File: config.mk
export PLATFORM = sky130hd
export DESIGN_NAME = slave_tt_core_oci_dct_ctrl
export DESIGN_NICKNAME = d
export VERILOG_FILES = /design/src/rtl/slave_tt_core_oci_dct_ctrl_pkg.sv /design/src/rtl/slave_tt_core_oci_dct_hold.sv /design/src/rtl/slave_tt_core_oci_dct_ctrl.sv
export SDC_FILE = /design/constraint.sdc
export NUM_CORES = 1
export LEC_CHECK = 0
export BUFFER_PORTS_ARGS = -buffer_cell sky130_fd_sc_hd__buf_2
export CAP_MARGIN = 20
export CORE_MARGIN = 3
export CORE_UTILIZATION = 30
export DETAILED_ROUTE_END_ITERATION = 10
export PLACE_DENSITY = 0.55
export SYNTH_ARGS = -nofsm -noshare
export SYNTH_HDL_FRONTEND = slang
export SYNTH_HIERARCHICAL = 1
export SYNTH_SLANG_ARGS = --single-unit
File: constraint.sdc
create_clock -name clk -period 3.76 [get_ports clk]
set_clock_uncertainty 0.2 [all_clocks]
set_input_delay 0 -clock clk [delete_from_list [all_inputs] [get_ports clk]]
set_output_delay 0 -clock clk [all_outputs]
set_load 0.02 [all_outputs]
File: src/rtl/slave_tt_core_oci_dct_ctrl_pkg.sv
// rtl/slave_tt_core_oci_dct_ctrl_pkg.sv - shared sizes and drain-state enum for the trace code packer
package slave_tt_core_oci_dct_ctrl_pkg;
    localparam int SLOTS  = 15;
    localparam int CODE_W = 2;
    localparam int BUF_W  = SLOTS * CODE_W;
    localparam int CNT_W  = 4;

    typedef enum logic [1:0] {
        RUN   = 2'd0,
        DRAIN = 2'd1,
        ENDED = 2'd2
    } dct_state_e;
endpackage

File: src/rtl/slave_tt_core_oci_dct_hold.sv
// rtl/slave_tt_core_oci_dct_hold.sv - single-entry output holding register with valid/ready handshake
module slave_tt_core_oci_dct_hold
    import slave_tt_core_oci_dct_ctrl_pkg::*;
#(
    parameter int DATA_W = BUF_W
) (
    input  logic              clk,
    input  logic              reset,
    input  logic              load,
    input  logic [DATA_W-1:0] load_data,
    input  logic [CNT_W-1:0]  load_count,
    input  logic              out_ready,
    output logic              hold_free,
    output logic              out_valid,
    output logic [DATA_W-1:0] out_data,
    output logic [CNT_W-1:0]  out_count
);
    assign hold_free = !out_valid || out_ready;

    always_ff @(posedge clk) begin
        if (reset) begin
            out_valid <= 1'b0;
            out_data  <= '0;
            out_count <= '0;
        end else if (load) begin
            out_valid <= 1'b1;
            out_data  <= load_data;
            out_count <= load_count;
        end else if (out_valid && out_ready) begin
            out_valid <= 1'b0;
        end
    end
endmodule

File: src/rtl/slave_tt_core_oci_dct_ctrl.sv
// rtl/slave_tt_core_oci_dct_ctrl.sv - packs trace codes into words, flushes on request and drains at end of test
module slave_tt_core_oci_dct_ctrl #(
    parameter int SLOTS  = slave_tt_core_oci_dct_ctrl_pkg::SLOTS,
    parameter int CODE_W = slave_tt_core_oci_dct_ctrl_pkg::CODE_W,
    localparam int BUF_W = SLOTS * CODE_W
) (
    input  logic              clk,
    input  logic              reset,
    input  logic              code_valid,
    input  logic [CODE_W-1:0] code,
    input  logic              flush_req,
    input  logic              test_ending,
    input  logic              out_ready,
    output logic              out_valid,
    output logic [BUF_W-1:0]  out_data,
    output logic [3:0]        out_count,
    output logic [BUF_W-1:0]  dct_buffer,
    output logic [3:0]        dct_count,
    output logic              overflow,
    output logic              test_has_ended
);
    import slave_tt_core_oci_dct_ctrl_pkg::*;

    localparam logic [3:0] SLOTS_C = 4'(SLOTS);

    dct_state_e       state, state_nxt;
    logic [BUF_W-1:0] buf_q;
    logic [3:0]       cnt_q;
    logic             flush_pend;
    logic             hold_free;
    logic             flush_eff;
    logic             xfer;
    logic             accept;

    always_comb begin
        // Once draining, every partial word is flushed as soon as the holding register frees
        flush_eff = flush_pend || (state != RUN);
        xfer      = hold_free && ((cnt_q == SLOTS_C) || (flush_eff && (cnt_q != 4'd0)));
        accept    = (state == RUN) && code_valid && ((cnt_q < SLOTS_C) || xfer);
    end

    always_comb begin
        state_nxt = state;
        case (state)
            RUN:     if (test_ending) state_nxt = DRAIN;
            DRAIN:   if ((cnt_q == 4'd0) && !out_valid) state_nxt = ENDED;
            ENDED:   state_nxt = ENDED;
            default: state_nxt = RUN;
        endcase
    end

    always_ff @(posedge clk) begin
        if (reset) begin
            state      <= RUN;
            buf_q      <= '0;
            cnt_q      <= 4'd0;
            flush_pend <= 1'b0;
            overflow   <= 1'b0;
        end else begin
            state <= state_nxt;
            if (xfer) begin
                buf_q <= accept ? {{(BUF_W-CODE_W){1'b0}}, code} : '0;
                cnt_q <= accept ? 4'd1 : 4'd0;
            end else if (accept) begin
                buf_q <= {buf_q[BUF_W-CODE_W-1:0], code};
                cnt_q <= cnt_q + 4'd1;
            end
            flush_pend <= (flush_pend || flush_req) && !(xfer || (cnt_q == 4'd0));
            if ((state == RUN) && code_valid && !accept)
                overflow <= 1'b1;
        end
    end

    slave_tt_core_oci_dct_hold #(
        .DATA_W (BUF_W)
    ) u_hold (
        .clk        (clk),
        .reset      (reset),
        .load       (xfer),
        .load_data  (buf_q),
        .load_count (cnt_q),
        .out_ready  (out_ready),
        .hold_free  (hold_free),
        .out_valid  (out_valid),
        .out_data   (out_data),
        .out_count  (out_count)
    );

    assign dct_buffer     = buf_q;
    assign dct_count      = cnt_q;
    assign test_has_ended = (state == ENDED);
endmodule

# Word-level counts from Yosys, hierarchy flattened
# Index checks and enable logic that the tools add are counted.
[totals]
ff_bits = 73
in_bits = 8
[classes]
add_sub_neg = 1
n_lt_le_gt_ge = 1
n_eq_ne = 5
n_mux = 11
n_reduce_logical = 24
[op_table]
columns = ["cell", "n"]
rows = [
  ["2-to-1 mux 30 bit", 2],
  ["logical AND 1 bit", 8],
  ["2-to-1 mux 4 bit", 2],
  ["logical OR 1 bit", 6],
  ["2-to-1 mux 2 bit", 3],
  ["case mux 2 bit (3 select lines)", 1],
  ["nonzero test 2 bit", 3],
  ["adder 4 x 1 -> 4 bit (second input constant)", 1],
  ["== test 4 bit (second input constant)", 1],
  ["logical NOT 4 bit", 1],
  ["< comparator 4 bit (second input constant)", 1],
  ["!= test 2 bit (second input constant)", 2],
  ["nonzero test 4 bit", 1],
  ["logical NOT 1 bit", 3],
  ["2-to-1 mux 1 bit", 3],
  ["== test 2 x 1 -> 1 bit (second input constant)", 1],
  ["== test 2 bit (second input constant)", 1],
  ["logical NOT 2 bit", 1],
  ["AND reduction 2 bit", 1],
]

# Logic depth before layout (Yosys ltp)
# Gate-level depths: netlist of run 1.
[logic_depth]
word_depth = 9
depth_mapped = 9
depth_no_buf = 7

# Cells and area by module
# Netlist of run 1, hierarchy kept.
[modules_own_cells]
columns = ["mod", "n_inst", "cells_per_inst", "area_per_inst_um2", "seq_area_each_um2"]
rows = [
  ["slave_tt_core_oci_dct_ctrl", 1, 185, 1507.7, 760.7],
  ["slave_tt_core_oci_dct_hold", 1, 114, 1275.0, 700.7],
]

# Least setup slack after synthesis of run 1
# OpenSTA, ideal clock, no wires.
[synth_timing]
path_type = "flip-flop to flip-flop"
startpoint = "register cnt_q[0] (netlist: dct_count[0])"
endpoint = "register u_hold.out_count[2]"
setup_time_ns = 0.117
t_arrival_ns = 1.602
required_time_ns = 3.443
path_slack_ns = 1.841
stages_incl_launch_ff = 10
period_less_slack_ns = 1.919
cell_sequence = "dfxtp_1 > inv_1 > ha_1 > nand2b_1 > a21oi_1 > nor2_1 > buf_6 > buf_12 > mux2i_1 > nor2_1"
[synth_between]
elab_chain_cells = 4
[synth_lines]
columns = ["element", "line", "source"]
rows = [
  ["start: declaration", "slave_tt_core_oci_dct_ctrl.sv:28", "logic [3:0] cnt_q;"],
  ["start signal: assignment", "slave_tt_core_oci_dct_ctrl.sv:63", "cnt_q <= accept ? 4'd1 : 4'd0;"],
  ["start signal: assignment", "slave_tt_core_oci_dct_ctrl.sv:66", "cnt_q <= cnt_q + 4'd1;"],
  ["nonzero test 4 bit", "slave_tt_core_oci_dct_ctrl.sv:38", "xfer = hold_free && ((cnt_q == SLOTS_C) || (flush_eff && (cnt_q != 4'd0)));"],
  ["logical AND 1 bit", "slave_tt_core_oci_dct_ctrl.sv:38", ""],
  ["logical OR 1 bit (*)", "slave_tt_core_oci_dct_ctrl.sv:38", ""],
  ["logical AND 1 bit (*)", "slave_tt_core_oci_dct_ctrl.sv:38", ""],
  ["net xfer", "slave_tt_core_oci_dct_ctrl.sv:32", "logic xfer;"],
  ["end signal: assignment", "slave_tt_core_oci_dct_hold.sv:28", "out_count <= load_count;"],
  ["end: declaration", "slave_tt_core_oci_dct_hold.sv:16", "output logic [CNT_W-1:0] out_count"],
]
# Mark *: on every way through the listed nets, which the timed path passes. The rest lies on a longest branch.
# A chain may end at the register's enable or synchronous reset.

# Worst setup path in the final report of run 1
[layout_timing]
startpoint = "register state[0]"
endpoint = "register u_hold.out_data[2]"
[layout_between]
elab_chain_cells = 5
[layout_lines]
columns = ["element", "line", "source"]
rows = [
  ["start: declaration", "slave_tt_core_oci_dct_ctrl.sv:26", "dct_state_e state, state_nxt;"],
  ["start signal: assignment", "slave_tt_core_oci_dct_ctrl.sv:60", "state <= state_nxt;"],
  ["nonzero test 2 bit", "slave_tt_core_oci_dct_ctrl.sv:37", "flush_eff = flush_pend || (state != RUN);"],
  ["logical OR 1 bit", "slave_tt_core_oci_dct_ctrl.sv:37", ""],
  ["logical AND 1 bit", "slave_tt_core_oci_dct_ctrl.sv:38", ""],
  ["logical OR 1 bit", "slave_tt_core_oci_dct_ctrl.sv:38", ""],
  ["logical AND 1 bit", "slave_tt_core_oci_dct_ctrl.sv:38", ""],
  ["net xfer", "slave_tt_core_oci_dct_ctrl.sv:32", ""],
  ["end signal: assignment", "slave_tt_core_oci_dct_hold.sv:27", "out_data <= load_data;"],
  ["end: declaration", "slave_tt_core_oci_dct_hold.sv:15", "output logic [DATA_W-1:0] out_data,"],
]
# The timed path passes the listed nets, and every way through them passes these cells.

==> impl_metrics.tcl, run 1 <==
set metrics [dict create \
    outcome "finished clean" \
    r2r_slack_ns 1.36 \
    fp.coreArea_sq_mm 0.00885 \
    rsz0062_at_grt "false" \
    ys_seq_elements 73 \
    postSynthCellCount 299 \
    firstDrtPassIters 4 \
    worst_r2r_path_depth 8 \
    tns_ns 0 \
    start_util_pct 31.4 \
    overflow 0 \
    worst-path-max-fanout 21 \
    critical_path_class "flip-flop to flip-flop" \
    nFillCells 950 \
    hold_class "input port to flip-flop" \
    root_buffer "clkbuf_8" \
    syn2layout_area_growth_pct 25.5 \
    place_area_sq_mm 0.00322 \
    portBuffers 78 \
    arrival_ns 2.39 \
    routed_wirelength_microns 6360 \
    cts.path.max_buffers 2 \
    critical_path.endpoint "u_hold/out_data[2]" \
    whs_ns 0.0220 \
    grt_pass1_vias 2155 \
    ys_warn_count 6 \
    cts_buffers 9 \
    power_per_cell_area_mw_per_mm2 537 \
    grt_pass1_wl_microns 10500 \
    gr-usage-all-layers_pct 12.9 \
    fin_crit_ns 2.40 \
    synth_area_sq_mm 0.00278 \
    worstPathRequired_ns 3.76 \
    power.leakage_uw 0.00147 \
    reg2reg_to "u_hold/out_data[2]" \
    place.gp.congestion 0.776 \
    final_nets 393 \
    maxSlewHeadroom_pct 48.6 \
    fmax_mhz 417 \
    die_w_microns 102 \
    ant_nets 0 \
    antenna_found_initial 0 \
    hpwlAfterDp_microns 4340 \
    synth_cell_types 33 \
    final_cell_area_sq_mm 0.00349 \
    seqCellArea_sq_mm 0.00146 \
    fin_crit_sh_pct 63.8 \
    ys_seq_area_share_pct 52.5 \
    drt-initial-drc-count 56 \
    cp-end-kind "flip-flop" \
    drive_gt1_share_pct 27.1 \
    vias 2213 \
    clkSlewWorstSetupHoldPaths_ns 0.07 \
    reg2reg_from "state[0]" \
    maxSlewViolCount 0 \
    route.detailed.drc 0 \
    htree_levels 3 \
    clock-sinks 73 \
    multi_input_area_sq_mm 0.00117 \
    clock_latency_ns 0.34 \
    antenna-diode-count 0 \
    syn_area_per_cell_sq_um 9.31 \
    wire_per_inst_microns 12.9 \
    maxCapViolCount 0 \
    syn-num-nets 313 \
    die_area_sq_mm 0.0105 \
    viasPerCell 4.50 \
    start_kind "flip-flop" \
    cp-startpoint "state[0]" \
    die_y_microns 102 \
    vdd_drop_max_mv 0.229 \
    worst_slew_pin_slew_ns 0.771 \
    grt_max_degree 44 \
    finalHoldViolCount 0 \
    cts_tree "done" \
    ioPinCount 79 \
    setup_viol 0 \
    row_count 34 \
]
[registers in the layout (all words and copies together), names as in the netlist]
| signal | cells |
|---|---|
| dct_buffer | 30 |
| u_hold/out_data | 30 |
| dct_count | 4 |
| u_hold/out_count | 4 |
| state | 2 |
| flush_pend | 1 |
| overflow | 1 |
| u_hold/out_valid | 1 |
[Yosys cell counts (all sizes together)]
| cell | instances | area, sq um |
|---|---|---|
| a21oi | 34 | 174 |
| a31oi | 1 | 6.26 |
| and2 | 1 | 6.26 |
| and4b | 1 | 13.8 |
| buf | 15 | 128 |
| clkbuf | 4 | 16.3 |
| dfxtp | 73 | 1460 |
| ha | 6 | 75.1 |
| inv | 5 | 18.8 |
| mux2 | 1 | 11.3 |
| mux2i | 36 | 360 |
| nand2 | 61 | 229 |
| nand2b | 3 | 18.8 |
| nand3 | 1 | 5.00 |
| nor2 | 44 | 168 |
| nor2b | 1 | 6.26 |
| nor3 | 1 | 5.00 |
| nor3b | 1 | 7.51 |
| o211ai | 2 | 15.0 |
| o21ai | 2 | 10.0 |
| o21bai | 1 | 7.51 |
| o22ai | 1 | 6.26 |
| or2 | 1 | 6.26 |
| or4b | 1 | 10.0 |
| xnor2 | 2 | 17.5 |
[cell families (layout without fill, tap and decap cells)]
kind of cell               Yosys count  count (layout)  synth area share, %
AOI/OAI and AO/OA                   41              41                 7.87
xor gates and xnor gates             2               2                0.630
adders and majority gates            6               6                 2.70
buffers and inverters               24             109                 5.85
DFF                                 73              73                 52.5
muxes                               37              37                 13.4
and+or+nand+nor                    116             116                 17.1
[layer usage]
metal  vias up  routed length, microns  GRT usage [%]
met3         9                     331           4.51
met4         0                      69           3.63
met2        53                    2950           21.1
met5         -                       0              0
met1      1017                    3010           16.0
li1       1134                       -              -
[what timing repair did]
item                                   in CTS  in global routing
gates resized for setup                     0                  0
endpoints found under the hold margin       9                  0
setup endpoints to repair                   0                  0
buffers inserted                            0                  0
hold buffers                                6                  0
[power breakdown]
| part | leakage (uW) | total (uW) | switching (uW) | internal (uW) |
|---|---|---|---|---|
| logic | 0.000776 | 406 | 269 | 137 |
| clock network | 0.000105 | 645 | 286 | 360 |
| registers | 0.000589 | 826 | 26.0 | 800 |
[placed cells by master, fill, tap and decap left out]
master / n
o21bai_2: 1
ha_1: 6
buf_2: 78
nor2_2: 1
o21ai_1: 1
buf_12: 1
buf_4: 3
dlygate4sd3_1: 6
o211ai_1: 2
o21ai_0: 1
nor2_1: 42
a31oi_1: 1
mux2_2: 1
nor3b_1: 1
xnor2_1: 2
o22ai_1: 1
nand3_1: 1
bufinv_16: 1
and4b_4: 1
a21oi_2: 1
dfxtp_1: 73
a21oi_1: 33
nand2_1: 61
clkinv_2: 1
clkinvlp_4: 2
mux2i_1: 36
nor3_1: 1
nand2b_1: 3
nor2_4: 1
or4b_1: 1
nor2b_1: 1
clkbuf_8: 12
inv_1: 5
and2_1: 1
or2_1: 1
[through the flow]
step	instances	utilization, %	setup slack (ns)	total power (uW)
floorplan	299	-	1.84	1170
global placement	470	36.4	1.40	1240
detailed placement	470	36.4	1.34	1250
CTS	492	39.5	1.33	1910
global route	492	39.5	1.18	1990
finish	492	39.5	1.36	1880
[critical path, cell delays in order, from the launching register on]
cell and delay, ns:
dfxtp_1 0.35, inv_1 0.08, ha_1 0.24, nand2b_1 0.11
o21ai_1 0.19, nor2_4 0.54, buf_12 0.26, mux2i_1 0.20
nor2_1 0.05
[layout make-up]
cell class / count / area share [%]
multi-input combinational: 202 / 33.5
clock inverter: 4 / 1.43
timing repair buffer: 88 / 14.1
sequential: 73 / 41.8
tap: 108 / 3.87
inverter: 5 / 0.537
clock buffer: 12 / 4.73
[worst min path at each step]
stage,from,end,slack [ns],depth (start not counted)
after floorplan,code[0],dct_buffer[0],-0.06,2
after global placement,code[0],dct_buffer[0],0.05,3
after detailed placement,code[0],dct_buffer[0],0.06,3
after CTS,reset,u_hold/out_data[26],0.02,2
after global routing,reset,u_hold/out_data[26],0.04,2
final,reset,u_hold/out_data[22],0.02,2
(Power assumes the default switching activity.)
==> run 2, diff against run 1 <==
==> constraint.sdc (replaced) <==
create_clock -name clk -period 2.5 [get_ports clk]
set_clock_uncertainty 0.2 [all_clocks]
set_input_delay 0 -clock clk [delete_from_list [all_inputs] [get_ports clk]]
set_output_delay 0 -clock clk [all_outputs]
set_load 0.02 [all_outputs]
==> run 2 against run 1 <==
Final area increased by 2.1%; setup slack got worse by 1.0 ns; highest routed layer unchanged; clock-buffer cell count decreased by 2; register-to-register slack got worse by 1.0 ns; clock power increased by 60%; sequential share of layout area decreased by 0.85 points; wire length decreased by 0.38%; non-clock buffer count increased by 7; cell count increased by 1.4%; combinational power increased by 57%; largest cell class unchanged; total power increased by 55%; maximum frequency increased by 11%.
==> impl_metrics.tcl, run 2 (synthesized netlist as in run 1, its figures left out) <==
set metrics [dict create \
    holdCritStartpoint "flush_req" \
    htree_levels 3 \
    drt-initial-drc-count 80 \
    maxSlewViolCount 0 \
    overflow 0 \
    power_per_cell_area_mw_per_mm2 816 \
    cp-startpoint "dct_count[0]" \
    place.gp.congestion 0.780 \
    cts_buffers 9 \
    antenna-diode-count 0 \
    die_area_sq_mm 0.0105 \
    firstDrtPassIters 4 \
    die_y_microns 102 \
    hold_class "input port to flip-flop" \
    start_util_pct 31.4 \
    vdd_drop_max_mv 0.408 \
    clock_power_share_pct 35.3 \
    die_w_microns 102 \
    placed_cells 474 \
    row_count 34 \
    outcome "finished clean" \
    gr-usage-all-layers_pct 12.8 \
    cpPeakStageDelay_ns 0.57 \
    antenna_found_initial 0 \
    rsz0062_at_grt "false" \
    worst-path-max-fanout 6 \
    grt_pass1_vias 2109 \
    power.leakage_uw 0.00151 \
    viasPerCell 4.48 \
    cp-end-kind "flip-flop" \
    crit_chain "ha_1 -> and4b_4 -> nor2_2 -> nand2_1 -> dlygate4sd3_1 -> a21oi_1" \
    slowest_stage "dlygate4sd3_1" \
    syn2layout_area_growth_pct 28.1 \
    fmax_mhz 464 \
    worstPathRequired_ns 2.57 \
    finalHoldViolCount 0 \
    clock_latency_ns 0.33 \
    ant_nets 0 \
    ioPinCount 79 \
    maxSlewHeadroom_pct 64.0 \
    vias 2234 \
    reg2reg_from "dct_count[0]" \
    mostFrequentLayoutCells "buf_2, dfxtp_1, nand2_1" \
    instances_no_fill 499 \
    layout_commonest_cell "buf_2" \
    start_kind "flip-flop" \
    drive_gt1_share_pct 27.6 \
    p_int_uw 2030 \
    crit_buf_inv 1 \
    grt_max_degree 36 \
    p_sw_uw 882 \
    final_util_pct 40.3 \
    fin_crit_sh_pct 86.2 \
    maxCapViolCount 0 \
    nFillCells 911 \
    switching_share_pct 30.3 \
    worst_slew_pin_slew_ns 0.540 \
    power_frac_seq_pct 42.7 \
    crit_family "simple AND/OR/NAND/NOR gates" \
    grt_pass1_wl_microns 10600 \
    wire_per_inst_microns 12.7 \
    whs_ns 0.262 \
    arrival_ns 2.22 \
    fp.coreArea_sq_mm 0.00885 \
    route.detailed.drc 0 \
    final_nets 400 \
    routed_wirelength_microns 6340 \
    portBuffers 78 \
    critical_path_class "flip-flop to flip-flop" \
    cts.path.max_buffers 2 \
    tns_ns 0 \
    clock-sinks 73 \
    clkSlewWorstSetupHoldPaths_ns 0.08 \
    cts_tree "done" \
    p_comb_share_pct 22.0 \
    setup_viol 0 \
    place_area_sq_mm 0.00325 \
    fin_crit_ns 2.16 \
    final_cell_area_sq_mm 0.00357 \
    root_buffer "clkbuf_8" \
    hpwlAfterDp_microns 4330 \
]
## run 2: cell count changes in the layout (fill, tap and decap cells not counted), sizes merged
cell         previous run  this run
buf                    82        86
bufinv                  1         2
clkbuf                 12        10
clkinv                  1         2
clkinvlp                2         1
dlygate4sd3             6         9
inv                     5         6
## run 2: power groups by stage
stage	registers [uW]	logic (uW)	clock network, uW
2_1_floorplan	1290	468	0
3_3_place_gp	1270	621	0
3_5_place_dp	1270	630	0
4_1_cts	1240	651	1070
5_1_grt	1250	717	1120
6_report	1240	639	1030
## run 2: area by class of cell
cell class | count | area [sq um] | area share (%)
Inverter | 5 | 18.8 | 0.526
Clock inverter | 6 | 90.1 | 2.53
Multi-Input combinational cell | 202 | 1170 | 32.8
Clock buffer | 10 | 138 | 3.86
Timing Repair Buffer | 95 | 553 | 15.5
Tap cell | 108 | 135 | 3.79
Sequential cell | 73 | 1460 | 41.0
## run 2: tightest hold or removal path: cells and delay by family
| family | cells | cell delay, ns |
|---|---|---|
| and+or+nand+nor | 1 | 0.08 |
| buffers and inverters | 2 | 0.62 |
| AOI/OAI and AO/OA | 1 | 0.06 |
## run 2: final timing paths
| path | to | slack (ns) | cells past startpoint |
|---|---|---|---|
| setup reg to reg | dct_buffer[1] | 0.34 | 6 |
| setup / recovery | dct_buffer[1] | 0.34 | 6 |
| hold reg to reg | overflow | 0.28 | 2 |
| hold / removal | flush_pend | 0.26 | 4 |
## run 2: layer usage
layer  wire [microns]  global-route usage, %  up-vias
met5                0                      0        -
met4               30                   3.33        0
met3              279                   4.44        2
met2             2940                   20.0       52
met1             3090                   17.0     1028
li1                 -                      -     1152
## run 2: timing repair
item	in CTS	in global routing
setup endpoints to repair	0	0
resized for setup	0	0
hold buffers	9	0
buffers inserted	0	0
hold endpoints to repair	29	0
## run 2: through the flow
stage	setup WS, ns	total power, uW
after floorplan	0.581	1760
after global placement	0.516	1890
after detailed placement	0.469	1900
after CTS	0.346	2960
after global routing	0.199	3090
final	0.344	2910
